<file path="src/rtl/calc_display_pkg.sv">
// Shared display definitions: scan FSM states, segment constants and BCD-to-7-segment decode.
// Segment vectors are active-low and ordered {g,f,e,d,c,b,a}.
package calc_display_pkg;

    typedef enum logic {
        SCAN_BLANK = 1'b0,
        SCAN_SHOW  = 1'b1
    } scan_state_t;

    localparam logic [6:0] SEG_BLANK = 7'h7F;
    localparam logic [6:0] SEG_DASH  = 7'b0111111;

    function automatic logic [6:0] bcd_to_seg(input logic [3:0] bcd);
        logic [6:0] pattern;
        case (bcd)
            4'd0:    pattern = 7'b1000000;
            4'd1:    pattern = 7'b1111001;
            4'd2:    pattern = 7'b0100100;
            4'd3:    pattern = 7'b0110000;
            4'd4:    pattern = 7'b0011001;
            4'd5:    pattern = 7'b0010010;
            4'd6:    pattern = 7'b0000010;
            4'd7:    pattern = 7'b1111000;
            4'd8:    pattern = 7'b0000000;
            4'd9:    pattern = 7'b0010000;
            // Non-BCD codes show a dash so corrupted values are visible rather than garbled
            default: pattern = SEG_DASH;
        endcase
        return pattern;
    endfunction

endpackage

</file>
<file path="src/rtl/seg7_decoder.sv">
// Single-digit BCD to active-low seven-segment decoder; codes 10-15 render as a dash.
module seg7_decoder
    import calc_display_pkg::*;
(
    input  logic [3:0] bcd,
    output logic [6:0] seg
);

    // Pure combinational lookup through the shared package function
    always_comb begin
        seg = bcd_to_seg(bcd);
    end

endmodule

</file>
<file path="src/rtl/display_scan_controller.sv">
// Three-digit multiplexed seven-segment scan controller with frame-atomic value swap.
// Optional leading-zero suppression is enabled by defining LEADING_ZERO_BLANK_EN.
module display_scan_controller
    import calc_display_pkg::*;
#(
    parameter int DWELL_CYCLES = 500000,
    parameter int BLANK_CYCLES = 1000
) (
    input  logic        clk,
    input  logic        reset,
    input  logic        load_valid,
    output logic        load_ready,
    input  logic [11:0] load_digits,
    output logic [2:0]  an,
    output logic [6:0]  seg,
    output logic [1:0]  digit,
    output logic        frame_done
);

    localparam int MAX_CYCLES = (DWELL_CYCLES > BLANK_CYCLES) ? DWELL_CYCLES : BLANK_CYCLES;
    localparam int CNT_W      = ($clog2(MAX_CYCLES) > 0) ? $clog2(MAX_CYCLES) : 1;

    localparam logic [CNT_W-1:0] BLANK_LAST = CNT_W'(BLANK_CYCLES - 1);
    localparam logic [CNT_W-1:0] DWELL_LAST = CNT_W'(DWELL_CYCLES - 1);
    localparam logic [CNT_W-1:0] CNT_ONE    = CNT_W'(1);

    scan_state_t       state_r;
    logic [CNT_W-1:0]  cnt_r;
    logic [1:0]        digit_r;
    logic [11:0]       disp_digits_r;
    logic [11:0]       pend_digits_r;
    logic              pend_valid_r;

    logic              frame_end_s;
    logic              accept_s;
    logic [3:0]        cur_bcd_s;
    logic [6:0]        dec_seg_s;
    logic              blank_digit_s;

    assign frame_end_s = (state_r == SCAN_SHOW) && (cnt_r == DWELL_LAST) && (digit_r == 2'd2);
    assign accept_s    = load_valid && !pend_valid_r;

    // Scan FSM: blank gap, then dwell on the selected digit, advancing 0->1->2->0
    always_ff @(posedge clk or posedge reset) begin
        if (reset) begin
            state_r <= SCAN_BLANK;
            cnt_r   <= '0;
            digit_r <= 2'd0;
        end else begin
            case (state_r)
                SCAN_BLANK: begin
                    if (cnt_r == BLANK_LAST) begin
                        state_r <= SCAN_SHOW;
                        cnt_r   <= '0;
                    end else begin
                        cnt_r   <= cnt_r + CNT_ONE;
                    end
                end
                SCAN_SHOW: begin
                    if (cnt_r == DWELL_LAST) begin
                        state_r <= SCAN_BLANK;
                        cnt_r   <= '0;
                        digit_r <= (digit_r == 2'd2) ? 2'd0 : digit_r + 2'd1;
                    end else begin
                        cnt_r   <= cnt_r + CNT_ONE;
                    end
                end
                default: begin
                    state_r <= SCAN_BLANK;
                    cnt_r   <= '0;
                    digit_r <= 2'd0;
                end
            endcase
        end
    end

    // Pending buffer and display register; a swap and an accept can never share a cycle
    // because accepting requires the buffer to be empty.
    always_ff @(posedge clk or posedge reset) begin
        if (reset) begin
            pend_digits_r <= 12'h000;
            pend_valid_r  <= 1'b0;
            disp_digits_r <= 12'h000;
        end else if (frame_end_s && pend_valid_r) begin
            disp_digits_r <= pend_digits_r;
            pend_valid_r  <= 1'b0;
        end else if (accept_s) begin
            pend_digits_r <= load_digits;
            pend_valid_r  <= 1'b1;
        end else begin
            pend_valid_r  <= pend_valid_r;
        end
    end

    // Select the nibble of the digit currently being scanned
    always_comb begin
        cur_bcd_s = 4'd0;
        case (digit_r)
            2'd0:    cur_bcd_s = disp_digits_r[3:0];
            2'd1:    cur_bcd_s = disp_digits_r[7:4];
            2'd2:    cur_bcd_s = disp_digits_r[11:8];
            default: cur_bcd_s = 4'd0;
        endcase
    end

    seg7_decoder u_seg7_decoder (
        .bcd (cur_bcd_s),
        .seg (dec_seg_s)
    );

`ifdef LEADING_ZERO_BLANK_EN
    // Suppress leading zeros; digit 0 always shows so zero still reads "0"
    always_comb begin
        blank_digit_s = 1'b0;
        if (digit_r == 2'd2) begin
            blank_digit_s = (disp_digits_r[11:8] == 4'd0);
        end else if (digit_r == 2'd1) begin
            blank_digit_s = (disp_digits_r[11:8] == 4'd0) && (disp_digits_r[7:4] == 4'd0);
        end else begin
            blank_digit_s = 1'b0;
        end
    end
`else
    // Every digit is shown, leading zeros included
    always_comb begin
        blank_digit_s = 1'b0;
    end
`endif

    // Pin drive derived only from registers, so an toggles solely on state edges
    always_comb begin
        an  = 3'b111;
        seg = SEG_BLANK;
        if ((state_r == SCAN_SHOW) && !blank_digit_s) begin
            case (digit_r)
                2'd0:    an = 3'b110;
                2'd1:    an = 3'b101;
                2'd2:    an = 3'b011;
                default: an = 3'b111;
            endcase
            seg = dec_seg_s;
        end else begin
            an  = 3'b111;
            seg = SEG_BLANK;
        end
    end

    assign digit      = digit_r;
    assign frame_done = frame_end_s;
    assign load_ready = !pend_valid_r;

endmodule
</file>
<file path="config.mk">
export PLATFORM = sky130hd
export DESIGN_NAME = display_scan_controller
export DESIGN_NICKNAME = d
export VERILOG_FILES = /design/src/rtl/calc_display_pkg.sv /design/src/rtl/seg7_decoder.sv /design/src/rtl/display_scan_controller.sv
export SDC_FILE = /design/constraint.sdc
export NUM_CORES = 1
export LEC_CHECK = 0
export CORE_ASPECT_RATIO = 1.75
export CORE_MARGIN = 2
export CORE_UTILIZATION = 50
export DETAILED_ROUTE_END_ITERATION = 6
export HOLD_SLACK_MARGIN = 0.12
export PLACE_DENSITY = 0.73
export SLEW_MARGIN = 20
export SYNTH_ARGS = -nofsm -noshare
export SYNTH_HDL_FRONTEND = slang
export SYNTH_HIERARCHICAL = 1
export SYNTH_SLANG_ARGS = --single-unit
</file>
<file path="constraint.sdc">
create_clock -name clk -period 3.65 [get_ports clk]
set_input_delay 0.9125 -clock clk [delete_from_list [all_inputs] [get_ports clk]]
set_output_delay 0.9125 -clock clk [all_outputs]
set_load 0.02 [all_outputs]
</file>
==> results.toml <==
[synthesis]
mappedNetlistNets = 241
yosysSeqAreaShare_pct = 48.98
post_synthesis_cell_area_um2 = 2401
ys.warnings.count = 6
syn_inst = 220
postSynthAreaPerCell_um2 = 10.91
synth_seq_cells = 47
synth.lib_cells_used.distinct = 40

[global_routing]
grt.overflow.total = 0
grt_most_used_layer = "met2"
grt_pass1_vias = 1652
antenna_found_initial = 0
grt_pass1_wl_um = 7596
use_met3_pct = 3.392
grt.met2_usage_pct = 34.90
grt_start_max_net_pins = 20
met1_usage_pct = 19.47
global_route.usage.total_pct = 18.49

[pwr]
combPwrFrac_pct = 4.1
power_switching_share_pct = 18.89
total_leakage_power_nw = 1.300
power.density_nw_per_um2 = 357.9
p_switching_mw = 0.1952
share_seq_of_total_power_pct = 52.9
power.internal_mw = 0.8380
power.clock.fraction_pct = 43.0
max-vdd-ir-drop_uv = 274.4

[worst_setup_path]
cp_max_fo = 11
worstSetupStartpointType = "flop"
critical_path_rt_ns = 2.74
worst_ep_arrival_time_ns = 2.38
timing.critical_path.mode_cell = "nor2_1"
critical_path.endpoint_type = "output pin"
cp.buffers_inverters = 1
cp_slowest_stage_delay_ns = 0.54
cp_cell_sequence = "mux2i_1, o21ai_1, nor2_1, a21oi_1, nor2_1, nand2b_1, clkdlybuf4s50_1"
worst_path_dominant_cell_family = "compound AO/OA/AOI/OAI gates"
worstSetupPathType = "flop to output pin"
cp_slowest_cell = "clkdlybuf4s50_1"

[routing]
drt-pass1-iter-count = 4
drt_wl_total_um = 4502
route.detailed.wl_per_inst_um = 14.76
violation_count_after_the_first_detailed_route_iteration = 47
drt_drc_violations_left = 0
via_count = 1666
vias_per_cell = 5.462
drtAntennaViolNets = 0

[cts]
clock_tree.buffer_depth = 2
tritoncts = "yes"
cts-htree-levels = 2
clock_insertion_delay_worst_skew_ns = 0.30
cts_made_buffers = 5
clock_tree.root_cell = "clkbuf_8"
sinks_on_clock_net = 47
worst_setup_hold_path_clk_slew_ns = 0.09
post-cts-setup-buffers = 0

[cells_and_area]
antennaDiodeCount = 0
final_core_utilization_pct = 61.87
layout-drive-gt1-share_pct = 18.97
filler_cell_count = 393
register_area_um2 = 1177
final_common_cell = "dfrtp_1"
multi_input_area_um2 = 1155
flow.area_growth_from_synthesis_pct = 20.22
most-common-layout-cells = "dfrtp_1 (46), mux2_2 (26), clkdlybuf4s50_1 (23)"
post_layout_nonfiller_instances = 305
final_net_count = 273

[sta]
final-setup-viol-count = 0
timing_hold_violations_final = 0
final_count_of_pins_violating_max_slew = 0
max_slew_margin_pct = 56.77
worst_pin_slew_ns = 0.6444
final.period_utilization_pct = 90.18
setup_tns_ns = 0
clock_skew_ns = 0.01162
layout_min_cycle_time_ns = 3.292
hold-worst-slack_ns = 0.5062
rsz0062_at_grt = "false"
max_freq_ghz = 0.3038

[place]
place.detailed.instances = 297
gp_congestion = 0.8421
portBuffers = 28
dpl.hpwl_um = 3424

[floorplan]
core-area_um2 = 4666
number_of_placement_rows = 33
die-height_um = 95.67
ios = 29
die_w_um = 56.39
die-area_um2 = 5394
effective_utilization_at_floorplan_pct = 51.46

[flow_run]
timing.max_cap.violations = 0

[hold_path]
worst_hold_path_type = "flop to flop"

[run_status]
run_status = "finished, final reports clean"
worst reg2reg max path, cell delays in order (launching register included):
cell and delay, ns:
dfrtp_1 0.46, nor4_1 0.33, and4_1 0.36, a32o_1 0.53
nor2_1 0.11
cell type report:
type	count	share of cell area (%)
clock buffer	6	2.514
clock inverter	2	2.081
inverter	7	0.9103
multi-input combinational	158	40.01
sequential	47	40.79
tap	52	2.254
timing repair buffer	33	11.44
routing by layer:
metal / vias to the layer above / routed length, µm
li1: 827 / -
met1: 805 / 1729
met2: 27 / 2561
met3: 7 / 119
met4: 0 / 91
met5: - / 0
repair_timing:
item,CTS,global route
resized for setup,4,8
hold buffers,0,0
setup endpoints to repair,5,6
gates cloned,0,0
flip-flops by register name, indices dropped and copies added, names as in the netlist:
name and cells:
cnt_r 19, disp_digits_r 12, pend_digits_r 12, digit 2, pend_valid_r 1, state_r 1
metrics by stage:
stage          cell area (µm²)  power (mW)  setup slack [ns]
2_1_floorplan             2401      0.5760            0.7127
3_3_place_gp              2734      0.5993            0.2902
3_5_place_dp              2734      0.6016            0.2083
4_1_cts                   2869       1.044           0.01638
5_1_grt                   2887       1.066            0.1061
6_report                  2887       1.033            0.3583
power by group through the flow:
stage	Sequential, mW	Clock, mW	Combinational [mW]
after floorplan	0.553	0	0.0229
after global placement	0.556	0	0.0428
after detailed placement	0.558	0	0.0441
after CTS	0.547	0.453	0.0442
after global routing	0.548	0.470	0.0480
final	0.546	0.444	0.0427
Yosys cell counts, drive strengths merged:
| master | number | share of area [%] |
|---|---|---|
| a21oi | 7 | 1.6 |
| a22o | 1 | 0.36 |
| a32o | 1 | 0.42 |
| and2 | 3 | 0.78 |
| and3 | 6 | 1.6 |
| and4 | 3 | 1.1 |
| buf | 6 | 1.8 |
| clkbuf | 2 | 0.31 |
| dfrtp | 47 | 49 |
| ha | 6 | 3.1 |
| inv | 7 | 1.1 |
| mux2 | 26 | 12 |
| mux2i | 4 | 1.7 |
| nand2 | 15 | 2.3 |
| nand2b | 9 | 2.3 |
| nand3 | 5 | 1.0 |
| nand3b | 1 | 0.31 |
| nand4 | 7 | 2.7 |
| nand4b | 1 | 0.36 |
| nor2 | 21 | 3.3 |
| nor2b | 3 | 0.78 |
| nor3 | 2 | 0.42 |
| nor3b | 1 | 0.31 |
| nor4 | 2 | 0.52 |
| nor4bb | 1 | 0.42 |
| o21a | 1 | 0.31 |
| o21ai | 10 | 2.1 |
| or2 | 1 | 0.36 |
| or2b | 1 | 0.31 |
| or3 | 3 | 0.78 |
| or3b | 1 | 0.36 |
| or4 | 2 | 0.78 |
| xnor2 | 6 | 2.2 |
| xor2 | 8 | 2.9 |
kinds of logic after synthesis:
logic type                 synth area share [%]
muxes                                     13.86
DFF                                       48.98
and+or+nand+nor                           20.95
xor gates and xnor gates                  5.107
AOI/OAI and AO/OA                         4.795
adders and majority gates                 3.127
buffers and inverters                     3.179
worst paths after layout:
path                                              startpoint                      endpoint  slack [ns]  cells past startpoint
worst max register to register           cnt_r[10]$_DFF_PP0_            cnt_r[8]$_DFF_PP0_        1.74                      4
worst max-delay path                    digit[0]$_DFFE_PP0P_                        seg[6]        0.36                      7
worst min-delay path            pend_digits_r[6]$_DFFE_PP0P_  disp_digits_r[6]$_DFFE_PP0P_        0.51                      1
max in group asynchronous                              reset          digit[0]$_DFFE_PP0P_        2.12                      3
worst min register to register  pend_digits_r[6]$_DFFE_PP0P_  disp_digits_r[6]$_DFFE_PP0P_        0.51                      1
min in group asynchronous                              reset  disp_digits_r[7]$_DFFE_PP0P_        0.92                      2
(Power assumes the default switching activity.)
